<file path="src/rtl/pipe_ctrl.sv">
// rtl/pipe_ctrl.sv - five-stage pipeline hazard and sequencing controller
module pipe_ctrl (
  input  logic        CLK,
  input  logic        nRST,
  input  logic        ihit,
  input  logic        dhit,
  input  logic        mem_dreq,
  input  logic        ex_load,
  input  logic [4:0]  ex_wsel,
  input  logic [4:0]  dc_rsel1,
  input  logic [4:0]  dc_rsel2,
  input  logic        dc_uses_rt,
  input  logic        redirect,
  input  logic        wb_halt,
  output logic        pc_en,
  output logic        pipe1_en,
  output logic        pipe2_en,
  output logic        pipe3_en,
  output logic        pipe4_en,
  output logic        flushed1,
  output logic        flushed2,
  output logic        halt,
  output logic [15:0] stall_cnt
);

  typedef enum logic [1:0] {RUN, REDIR_WAIT, HALTED} state_t;

  state_t      state_q, state_d;
  logic        halt_q, halt_d;
  logic [15:0] cnt_q, cnt_d;
  logic        lu, dstall;
  logic        pc_en_w, p1_w, p2_w, p3_w, p4_w, f1_w, f2_w;

  assign lu = ex_load && (ex_wsel != 5'd0) &&
              ((ex_wsel == dc_rsel1) || (dc_uses_rt && (ex_wsel == dc_rsel2)));
  assign dstall = mem_dreq && !dhit;

  // Priority decision: halt, memory freeze, redirect, stale-fetch squash, load-use, imem miss.
  always_comb begin
    state_d = state_q;
    pc_en_w = 1'b0;
    p1_w    = 1'b0;
    p2_w    = 1'b0;
    p3_w    = 1'b0;
    p4_w    = 1'b0;
    f1_w    = 1'b0;
    f2_w    = 1'b0;
    if (state_q != HALTED) begin
      if (wb_halt) begin
        state_d = HALTED;
      end else if (dstall) begin
        state_d = state_q;
      end else if (redirect) begin
        pc_en_w = 1'b1;
        {p1_w, p2_w, p3_w, p4_w} = 4'b1111;
        {f1_w, f2_w} = 2'b11;
        state_d = ihit ? RUN : REDIR_WAIT;
      end else if (state_q == REDIR_WAIT) begin
        // The word returning now belongs to the old path; bubble it into DC.
        {p1_w, p2_w, p3_w, p4_w} = 4'b1111;
        f1_w = 1'b1;
        if (ihit) state_d = RUN;
      end else if (lu) begin
        {p2_w, p3_w, p4_w} = 3'b111;
        f2_w = 1'b1;
      end else if (!ihit) begin
        {p1_w, p2_w, p3_w, p4_w} = 4'b1111;
        f1_w = 1'b1;
      end else begin
        pc_en_w = 1'b1;
        {p1_w, p2_w, p3_w, p4_w} = 4'b1111;
      end
    end
  end

  // Outputs are held low while reset is asserted, independent of the clock.
  always_comb begin
    pc_en    = nRST & pc_en_w;
    pipe1_en = nRST & p1_w;
    pipe2_en = nRST & p2_w;
    pipe3_en = nRST & p3_w;
    pipe4_en = nRST & p4_w;
    flushed1 = nRST & f1_w;
    flushed2 = nRST & f2_w;
  end

  // Next values for the sticky halt flag and the saturating stall counter.
  always_comb begin
    halt_d = halt_q | (state_d == HALTED);
    cnt_d  = cnt_q;
    if ((state_q != HALTED) && !pc_en_w && (cnt_q != 16'hFFFF))
      cnt_d = cnt_q + 16'd1;
  end

  // State, halt and counter registers.
  always_ff @(posedge CLK or negedge nRST) begin
    if (!nRST) begin
      state_q <= RUN;
      halt_q  <= 1'b0;
      cnt_q   <= 16'd0;
    end else begin
      state_q <= state_d;
      halt_q  <= halt_d;
      cnt_q   <= cnt_d;
    end
  end

  assign halt      = halt_q;
  assign stall_cnt = cnt_q;

endmodule

</file>
<file path="config.mk">
export PLATFORM = sky130hd
export DESIGN_NAME = pipe_ctrl
export DESIGN_NICKNAME = d
export VERILOG_FILES = /design/src/rtl/pipe_ctrl.sv
export SDC_FILE = /design/constraint.sdc
export NUM_CORES = 1
export LEC_CHECK = 0
export CAP_MARGIN = 10
export CORE_ASPECT_RATIO = 0.75
export CORE_MARGIN = 2
export CORE_UTILIZATION = 40
export CTS_BUF_LIST = sky130_fd_sc_hd__clkbuf_8
export CTS_CLUSTER_DIAMETER = 40
export DETAILED_ROUTE_END_ITERATION = 10
export GPL_TIMING_DRIVEN = 0
export PLACE_DENSITY = 0.87
export SLEW_MARGIN = 20
export SYNTH_ARGS = -nofsm -noshare
export SYNTH_HDL_FRONTEND = slang
export SYNTH_SLANG_ARGS = --single-unit
</file>
<file path="constraint.sdc">
create_clock -name CLK -period 2.8 [get_ports CLK]
set_input_delay 0.42 -clock CLK [delete_from_list [all_inputs] [get_ports CLK]]
set_output_delay 0.42 -clock CLK [all_outputs]
set_load 0.1 [all_outputs]
</file>
# [After elaboration in Yosys (flattened, before gate mapping)]
# Index checks and enable logic that the tools add are counted.
[word_totals] elab_cells=62 output_inout_bits=24 ff_bits=19 ram_bits=0 latchBits=0 n_memories=0 mem_bits_ro=0
[classes] div_mod_pow=0 n_mux=36 n_eq_ne=6 add_sub_neg=1 mul=0 order_cmp=0 n_bitwise=6 n_reduce_logical=10 n_shift=0
[ops] cell="two-way mux 1 bit" count=30
[ops] cell="adder 16 x 1 -> 16 bit (second input constant)" count=1
[ops] cell="inequality test 16 bit (second input constant)" count=1
[ops] cell="two-way mux 2 bit" count=6
[ops] cell="equality test 5 bit" count=2
[ops] cell="logical AND 1 bit" count=6
[ops] cell="bitwise AND 1 bit" count=5
[ops] cell="nonzero test 5 bit" count=1
[ops] cell="equality test 2 x 1 -> 1 bit (second input constant)" count=1
[ops] cell="equality test 2 bit (second input constant)" count=1
[ops] cell="zero test 1 bit" count=2
[ops] cell="inequality test 2 bit (second input constant)" count=1
[ops] cell="logical OR 1 bit" count=1
[ops] cell="bitwise OR 1 bit" count=1

# [Depth between registers and ports, before layout]
# Gate-level depths: netlist of run 1.
[logic_depth] word_depth=13 ltp_mapped=8

# [Least setup slack after synthesis of run 1]
# Ideal clock, no wire load.
[synth_path] path_type="input port to output port" startpoint="input ex_wsel[1]" endpoint="output pc_en" stages=4 setup_slack_ps=-598 n_path_buf=0 t_arrival_ps=2978 path_cell_list="or4_2 o21ai_0 o211ai_1 a21oi_1"
[synth_via] elab_chain_len=11 elab_cells_between_ends=14
[synth_lines] element="start: declaration" line="9" text="input logic [4:0] ex_wsel,"
[synth_lines] element="equality test 5 bit" line="35" text="((ex_wsel == dc_rsel1) || (dc_uses_rt && (ex_wsel == dc_rsel2)));"
[synth_lines] element="logical AND 1 bit" line="35"
[synth_lines] element="logical OR 1 bit" line="35"
[synth_lines] element="logical AND 1 bit (*)" line="34" text="assign lu = ex_load && (ex_wsel != 5'd0) &&"
[synth_lines] element="two-way mux 1 bit (*)" line="63" text="end else if (lu) begin"
[synth_lines] element="two-way mux 1 bit (*)" line="58" text="end else if (state_q == REDIR_WAIT) begin"
[synth_lines] element="two-way mux 1 bit (*)" line="53" text="end else if (redirect) begin"
[synth_lines] element="two-way mux 1 bit (*)" line="51" text="end else if (dstall) begin"
[synth_lines] element="two-way mux 1 bit (*)" line="49" text="if (wb_halt) begin"
[synth_lines] element="two-way mux 1 bit (*)" line="48" text="if (state_q != HALTED) begin"
[synth_lines] element="bitwise AND 1 bit (*)" line="78" text="pc_en = nRST & pc_en_w;"
[synth_lines] element="end: declaration" line="15" text="output logic pc_en,"
# Mark *: on every way between the ends. The rest lies on a longest branch, timed or not.

# [Worst setup path in the final report of run 1]
[layout_path] startpoint="input ex_wsel[3]" endpoint="output flushed2"
[layout_via] elab_chain_len=11 elab_cells_between_ends=14
[layout_lines] element="equality test 5 bit" line="35"
[layout_lines] element="logical AND 1 bit" line="35"
[layout_lines] element="logical OR 1 bit" line="35"
[layout_lines] element="logical AND 1 bit (*)" line="34"
[layout_lines] element="two-way mux 1 bit (*)" line="63"
[layout_lines] element="two-way mux 1 bit (*)" line="58"
[layout_lines] element="two-way mux 1 bit (*)" line="53"
[layout_lines] element="two-way mux 1 bit (*)" line="51"
[layout_lines] element="two-way mux 1 bit (*)" line="49"
[layout_lines] element="two-way mux 1 bit (*)" line="48"
[layout_lines] element="bitwise AND 1 bit (*)" line="84" text="flushed2 = nRST & f2_w;"
[layout_lines] element="end: declaration" line="21" text="output logic flushed2,"
# Marked as above.

==> results of run 1 <==
[final timing paths]
check	startpoint	end	slack (ns)	depth (start not counted)
setup / recovery	ex_wsel[3]	flushed2	0.11	8
hold / removal	nRST	stall_cnt[10]	0.20	1
setup reg to reg	stall_cnt[0]	stall_cnt[11]	0.52	8
hold reg to reg	halt	halt	0.49	1
max in group asynchronous	nRST	stall_cnt[1]	2.25	1
min in group CLK	halt	halt	0.49	1
[where the power goes]
part / internal [µW] / total [µW] / switching (µW) / leakage (µW)
logic: 110 / 386 / 277 / 0.000459
registers: 303 / 336 / 33.2 / 0.000221
clock network: 99.0 / 191 / 92.1 / 0.0000255
[Yosys cell counts (all sizes together), types with 2 or more instances]
| cell type | instances |
|---|---|
| dfrtp | 19 |
| nor3 | 13 |
| inv | 6 |
| mux2 | 4 |
| nor4 | 3 |
| buf | 3 |
| xor2 | 20 |
| xnor2 | 2 |
| nand2b | 2 |
| o21ai | 3 |
| and3 | 2 |
| nor2 | 9 |
| nand2 | 8 |
| a21oi | 7 |
| nand3 | 8 |
[timing repair]
| item | CTS | global route |
|---|---|---|
| pin swaps | 0 | 0 |
| endpoints found under the hold margin | 0 | 0 |
| resized for setup | 43 | 3 |
| setup endpoints to repair | 7 | 3 |
| setup buffers | 0 | 0 |
[sequential cells by signal, indices dropped and copies added, names as in the netlist]
| name | cells |
|---|---|
| stall_cnt | 16 |
| state_q | 2 |
| halt | 1 |
[per-layer routing]
layer  GRT usage (%)  up-vias
met5               0        -
met4            6.46        0
met3            5.07        4
met2            33.5       15
met1            23.6      560
li1                -      544
[cell families after synthesis]
family / Yosys count / share of synthesized area, %
compound gates: 17 / 10.0
xor+xnor: 22 / 16.2
fa+ha+maj: 1 / 1.05
buf+inv: 10 / 4.42
flops: 19 / 40.0
mux: 4 / 3.79
simple gates: 52 / 24.5
[cells in the final DEF, fill, tap and decap left out, types with 2 or more instances in the layout]
master	instances
and3_1	2
nand2b_1	2
inv_1	6
o21ai_0	2
a21oi_2	2
clkdlybuf4s50_1	39
clkbuf_8	3
nor2_1	6
nand3_1	8
nand2_1	8
nor2_2	2
xor2_1	20
xnor2_1	2
nor3_1	13
dfrtp_1	19
clkdlybuf4s15_2	4
buf_6	2
buf_4	4
a21oi_1	5
mux2_2	4
[area by class of cell]
type / instances / share of cell area, %
multi-input combinational: 96 / 38.8
clock buffer: 3 / 2.29
buffer: 4 / 1.66
clock inverter: 1 / 0.277
timing repair buffer: 47 / 26.7
sequential: 19 / 26.4
tap: 38 / 2.64
inverter: 6 / 1.25
[critical path, delay by kind of cell]
kind	cells	cell delay [ns]
AO/OA/AOI/OAI	2	0.32
AND/OR/NAND/NOR	3	0.62
XOR/XNOR	1	0.19
buffers and inverters	2	0.70
[metrics by stage]
stage | hold slack (ns) | cell area [µm²] | TNS [ns] | instances | utilization [%]
6_report | 0.204 | 1800 | 0 | 214 | 62.4
4_1_cts | 0.219 | 1790 | 0 | 214 | 61.9
5_1_grt | 0.252 | 1800 | -0.00906 | 214 | 62.4
2_1_floorplan | 0.124 | 1210 | -0.0202 | 125 | -
3_5_place_dp | 0.477 | 1720 | -7.68 | 210 | 59.6
3_3_place_gp | 0.462 | 1720 | -7.56 | 210 | 59.6
==> flow_metrics.tcl, run 1 <==
set metrics [dict create \
    rows 17 \
    ys_seq_area_share_pct 40.0 \
    setup_viol 0 \
    die-width_um 66.9 \
    timing.critical_path.mode_cell "nor2_2" \
    grt_pass1_wl_um 5050 \
    synth_cell_types 34 \
    wl_um 2950 \
    min_path_type "in2async" \
    clockBufferDepth 2 \
    drcViolationCount 0 \
    firstDrtPassIters 4 \
    htreeDepth 1 \
    p_per_area_mw_per_mm2 506 \
    grt_util_all_layers_pct 19.4 \
    yosys.area.top_type "dfrtp_1" \
    fin_worst_skew_ns 0.00462 \
    wire_per_inst_um 13.8 \
    yosysTopAreaCellShare_pct 40.0 \
    worstMarginPinSlew_ns 0.980 \
    ios 48 \
    grt_pass1_vias 1160 \
    status "finished, final reports clean" \
    layout_min_cycle_time_ns 2.69 \
    synthArstFlopShare_pct 100 \
    crit_arrival_ns 2.27 \
    core_mm2 0.00289 \
    synth_seq_cells 19 \
    antenna_found_initial 0 \
    crit_slowest_cell "clkdlybuf4s50_1" \
    yosysWarnings 0 \
    multiInputGateArea_um2 701 \
    critical_path.max_stage_delay_ns 0.47 \
    ant_nets 0 \
    gp_congestion 0.781 \
    crit_chain "clkdlybuf4s50_1, xor2_1, nor4_2, a32oi_1, nor2_2, a21oi_1, nor2_2, buf_6" \
    max_slew_margin_pct 34.5 \
    clockRootBuffer "clkbuf_8" \
    p_leak_uw 0.000705 \
    crit_fanout 3 \
    synth_edf_count 0 \
    dp_hpwl_um 2260 \
    wl_met2_um 1490 \
    netlist_area_mm2 0.00119 \
    dr_total_vias 1123 \
    start_util_pct 41.1 \
    worstSetupPathType "in2out" \
    top_layer_used "met4" \
    wl_met3_um 88 \
    clkTransAtPathRegs_ns 0.07 \
    avgViaCountPerCell 5.25 \
    chipHeight_um 51.2 \
    synth_area_per_cell_um2 9.51 \
    cts_tree "built" \
    hold_buffers 0 \
    synth.area.top_cells "dfrtp_1 40%, xor2_1 15%, nor3_1 5.5%" \
    dieArea_mm2 0.00343 \
    grt_max_degree 21 \
    n_fill_cell 241 \
    synthCells 125 \
    ir_worst_vdd_uv 583 \
    port_buffers 47 \
    area_growth_pct 51.8 \
    grt_overflow_total 0 \
    syn_nets 150 \
    routedLengthMet1_um 1340 \
    seq_area_um2 475 \
    maxCapViolations 0 \
    total_power_uw 913 \
    worst_slack_ns 0.105 \
    n_antenna_cell 0 \
    slew_viol_final 0 \
    drive_above_1_share_pct 17.6 \
    critPathLaunchType "input port" \
    cts_sinks 19 \
    post-route-period-util_pct 96.2 \
    cts_buffers 3 \
    clock.fmax_ghz 0.371 \
    ys.flop_type "dfrtp_1" \
    nets 202 \
    hold_viol_final 0 \
    clock_latency_ns 0.26 \
    drt_iter0_drc 50 \
    endpoint_kind "output pin" \
    pre_cts_slack_ns -1.14 \
    worstPathRequired_ns 2.38 \
]
Note: power is estimated with default switching activity, not from simulation.
==> inputs of run 2 (changes only) <==
- CORE_UTILIZATION: 40 -> 48
- PLACE_DENSITY: 0.87 -> 0.95
- SETUP_SLACK_MARGIN: default -> 0.3
- TNS_END_PERCENT: default -> 10
==> run 2 against run 1 <==
  * Routed wire length rose by 25%
  * Largest cell class unchanged
  * Critical path depth is 2 lower
  * Critical endpoint is now pipe4_en
  * Highest routed layer unchanged
  * Core utilization increased by 19 points
  * Setup slack better by 0.25 ns
  * Clock skew decreased by 0.0035 ns
  * Clock-buffer cell count is the same
  * Cell count shrank 0.47%
  * Cell area grew 4.6%
  * Fmax increased by 10%
  * Register-to-register slack got worse by 0.05 ns
==> flow_metrics.tcl, run 2 (synthesis gave the netlist of run 1 again) <==
set metrics [dict create \
    rows 15 \
    ff2ff_path_depth 8 \
    antenna_found_initial 0 \
    finish.utilization_pct 81.1 \
    n_fill_cell 141 \
    grt_max_degree 21 \
    rsz0062_at_grt "yes" \
    largest_register_ffs 16 \
    cts_buffers 3 \
    dr_total_vias 1217 \
    die-width_um 61.5 \
    setup_viol 0 \
    p_per_area_mw_per_mm2 486 \
    start_util_pct 51.1 \
    clockRootBuffer "clkbuf_8" \
    ant_nets 0 \
    n_antenna_cell 0 \
    setup_tns_ns 0 \
    cts_sinks 19 \
    clkTransAtPathRegs_ns 0.07 \
    dp.cells 206 \
    place_area_mm2 0.00174 \
    p_leak_uw 0.000834 \
    crit_fanout 5 \
    worstSetupPathType "in2out" \
    port_buffers 47 \
    nets 205 \
    regToRegEndpoint "stall_cnt[7]" \
    drcViolationCount 0 \
    gp_congestion 0.823 \
    endpoint_kind "output pin" \
    slew_viol_final 0 \
    final_cell_mix "25 x clkdlybuf4s50_1, 19 x xor2_1, 17 x dfrtp_1, 12 x nor3_1, 9 x dlymetal6s2s_1" \
    post-route-period-util_pct 87.1 \
    chipHeight_um 47.1 \
    drt_iter0_drc 104 \
    worstPathRequired_ns 2.38 \
    area_growth_pct 58.8 \
    max_slew_margin_pct 32.1 \
    grt_pass1_wl_um 5580 \
    min_path_type "in2async" \
    wire_per_inst_um 17.3 \
    hold_viol_final 0 \
    mostFrequentLayoutCell "clkdlybuf4s50_1" \
    crit_arrival_ns 2.02 \
    ir_worst_vdd_uv 699 \
    rrSetupSlack_ns 0.47 \
    cts_tree "built" \
    avgViaCountPerCell 5.71 \
    hold_buffers 0 \
    fin_worst_skew_ns 0.00112 \
    core_mm2 0.00233 \
    clockBufferDepth 2 \
    stdcell_area_mm2 0.00189 \
    clock_latency_ns 0.26 \
    layout_min_cycle_time_ns 2.44 \
    grt_overflow_total 0 \
    dp_hpwl_um 2700 \
    htreeDepth 1 \
    critPathLaunchType "input port" \
    clock.fmax_ghz 0.410 \
    worstMarginPinSlew_ns 1.02 \
    wl_um 3680 \
    fin_cells 213 \
    dieArea_mm2 0.00289 \
    drive_above_1_share_pct 24.6 \
    whs_ns 0.107 \
    grt_pass1_vias 1246 \
    grt_util_all_layers_pct 27.1 \
    firstDrtPassIters 4 \
    status "finished, final reports clean" \
    maxCapViolations 0 \
    ios 48 \
    regToRegStartpoint "stall_cnt[0]" \
]
==> run 2: cell count changes in the layout (fill, tap and decap cells not counted), sizes merged <==
cell and change:
buf +6, clkbuf +6, clkdlybuf4s15 -4, clkdlybuf4s50 -14, clkinv -1, dlymetal6s2s +9, inv +1
==> run 2: power by group <==
part / internal, µW / switching [µW]
clock: 97.6 / 87.0
sequential: 306 / 33.5
combinational: 108 / 286
total: 512 / 407
==> run 2: per-layer routing <==
layer	part of all wire [%]	wire (µm)	GRT usage (%)
met4	1.9	69	8.09
met3	5.5	203	7.44
met1	38	1420	30.2
met5	0	0	0
met2	54	1990	51.1
==> run 2: how the worst max path moves through the flow <==
stage	startpoint	slack [ns]	end	depth (start not counted)
floorplan	ex_wsel[1]	0.19	flushed1	5
global placement	nRST	-1.21	pipe4_en	5
detailed placement	nRST	-1.34	pipe4_en	5
CTS	ex_wsel[3]	0.21	flushed1	7
global route	stall_cnt[0]	0.26	stall_cnt[7]	8
finish	dhit	0.36	pipe4_en	6
==> run 2: layout make-up <==
| cell class | count | area [µm²] | area share, % |
|---|---|---|---|
| Multi-Input combinational cell | 96 | 759 | 40.2 |
| Timing Repair Buffer | 50 | 510 | 27.0 |
| Sequential cell | 19 | 478 | 25.3 |
| Tap cell | 34 | 42.5 | 2.25 |
| Clock buffer | 3 | 41.3 | 2.19 |
| Buffer | 4 | 30.0 | 1.59 |
| Inverter | 6 | 22.5 | 1.19 |
| Clock inverter | 1 | 3.75 | 0.199 |
==> run 2: timing repair <==
action	in CTS	in global routing
setup endpoints to repair	21	20
buffers inserted	1	2
pin swaps	5	16
gates resized for setup	62	29
==> run 2: through the flow <==
stage / setup slack, ns / power (µW)
2_1_floorplan: 0.190 / 606
3_3_place_gp: -1.21 / 720
3_5_place_dp: -1.34 / 732
4_1_cts: 0.205 / 919
5_1_grt: 0.257 / 951
6_report: 0.360 / 918
==> run 2: critical path, cell delays in order <==
cell             delay (ns)
clkdlybuf4s50_1        0.49
nand2b_1               0.22
o2111ai_4              0.24
inv_1                  0.19
buf_4                  0.14
clkbuf_4               0.32
==> inputs of run 3 (changes only) <==
- CAP_MARGIN: 10 -> default
==> results of run 3 <==
The final DEF is identical to that of run 2; final timing and power are the same.
==> RTL edit: new RTL, config.mk and constraints of run 2 <==
Re-encode `state_t` (3 states) as one-hot, 3 bits wide.
--- a/src/rtl/pipe_ctrl.sv
+++ b/src/rtl/pipe_ctrl.sv
@@ -25,3 +25,3 @@
 
-  typedef enum logic [1:0] {RUN, REDIR_WAIT, HALTED} state_t;
+  typedef enum logic [2:0] {RUN = 3'b001, REDIR_WAIT = 3'b010, HALTED = 3'b100} state_t;
 
Function: no difference found for any inputs over 10 cycles, from zero or initial values and one cycle with nRST low; not proved beyond that.
==> RTL edit against run 2 <==
Routed wire length is 4.9% lower; critical path type unchanged; count of clock-buffer cells in the layout is 1 higher; worst setup slack worse by 0.087 ns; hold slack better by 0.11 ns; cell area is 1.3% lower; area after synthesis is 0.53% lower; synthesized cell count is 5.6% lower; power is 13% lower; sequential cell count is 1 higher.
==> RTL edit: results (changes against run 2) <==
MET3_USAGE_PCT=6.61  # was 7.44%
SLOWEST_CP_CELL='sky130_fd_sc_hd__or4_1'  # was sky130_fd_sc_hd__clkdlybuf4s50_1
OUTCOME='completed'  # unchanged
P_LEAK_nW=0.806  # was 0.834 nW
CRITICAL_PATH.MAX_FANOUT=3  # was 5
GRT_START_MAX_NET_PINS=22  # was 21
POWER.SHARE.SWITCHING_PCT=36.3  # was 44.3%
WORST-ENDPOINT-ARRIVAL_NS=2.11  # was 2.02 ns
MUXSHAREOFSYNTHAREA_PCT=0.952  # was 3.79%
POST_ROUTE_CELLS_DRIVE_ABOVE_1_SHARE_PCT=22.1  # was 24.6%
AVGROUTEDWIREPERCELL_UM=17.0  # was 17.3 um
NUMBER_OF_GATES_RESIZED_AFTER_CTS=58  # was 62
SYNTH.LIB_CELLS_USED.DISTINCT=33  # was 34
XOR_XNOR_FRACTION_OF_SYNTH_AREA_PCT=18.5  # was 16.2%
FIN_SKEW_NS=0.00144  # was 0.00112 ns
SYNTH_COMPOUND_AREA_SHARE_PCT=8.15  # was 10.0%
RRSETUPSLACK_NS=0.64  # was 0.47 ns
FIRST_PASS_ITERS=5  # was 4
DETAILEDPLACEMENTHPWL_UM=2470  # was 2700 um
TIMING.CRITICAL_PATH.TO='pipe1_en'  # was pipe4_en
SEQ_POWER_mW=0.324  # was 0.339 mW
GLOBAL_ROUTE.USAGE.MET2_PCT=43.4  # was 51.1%
CPPEAKSTAGEDELAY_NS=0.57  # was 0.49 ns
YOSYS-TOP-CELLS-AREA='sky130_fd_sc_hd__dfrtp_1 40%, sky130_fd_sc_hd__xnor2_1 11%, sky130_fd_sc_hd__xor2_1 7.4%, sky130_fd_sc_hd__nand4_1 3.7%, sky130_fd_sc_hd__nand3_2 3.4%'  # was sky130_fd_sc_hd__dfrtp_1 40%, sky130_fd_sc_hd__xor2_1 15%, sky130_fd_sc_hd__nor3_1 5.5%, sky130_fd_sc_hd__mux2_2 3.8%, sky130_fd_sc_hd__nand3_1 3.4%
SYNTH.CELLS.MOST_FREQUENT='19 x sky130_fd_sc_hd__dfrtp_1, 15 x sky130_fd_sc_hd__xnor2_1, 10 x sky130_fd_sc_hd__xor2_1'  # was 20 x sky130_fd_sc_hd__xor2_1, 19 x sky130_fd_sc_hd__dfrtp_1, 13 x sky130_fd_sc_hd__nor3_1
CP-STARTPOINT='ex_wsel[1]'  # was dhit
RTL edit: changes by cell type in the layout (fill, tap and decap cells not counted), moves of 5 or more:
cell                                     run 2  this run
sky130_fd_sc_hd__clkbuf_2                    5         0
sky130_fd_sc_hd__clkdlybuf4s50_1            25        30
sky130_fd_sc_hd__dlygate4sd2_1               0         5
sky130_fd_sc_hd__dlymetal6s2s_1              9         4
sky130_fd_sc_hd__nand3_1                     8         3
sky130_fd_sc_hd__nand4_1                     1         7
sky130_fd_sc_hd__nor3_1                     12         3
sky130_fd_sc_hd__xnor2_1                     2        15
sky130_fd_sc_hd__xor2_1                     19         8
RTL edit: layout make-up:
class / instances / area [sq um] / area share (%)
Multi-Input combinational cell: 91 / 706 / 37.9
Timing Repair Buffer: 50 / 518 / 27.8
Sequential cell: 20 / 502 / 26.9
Clock buffer: 4 / 55.1 / 2.95
Tap cell: 34 / 42.5 / 2.28
Buffer: 4 / 30.0 / 1.61
Inverter: 3 / 11.3 / 0.604
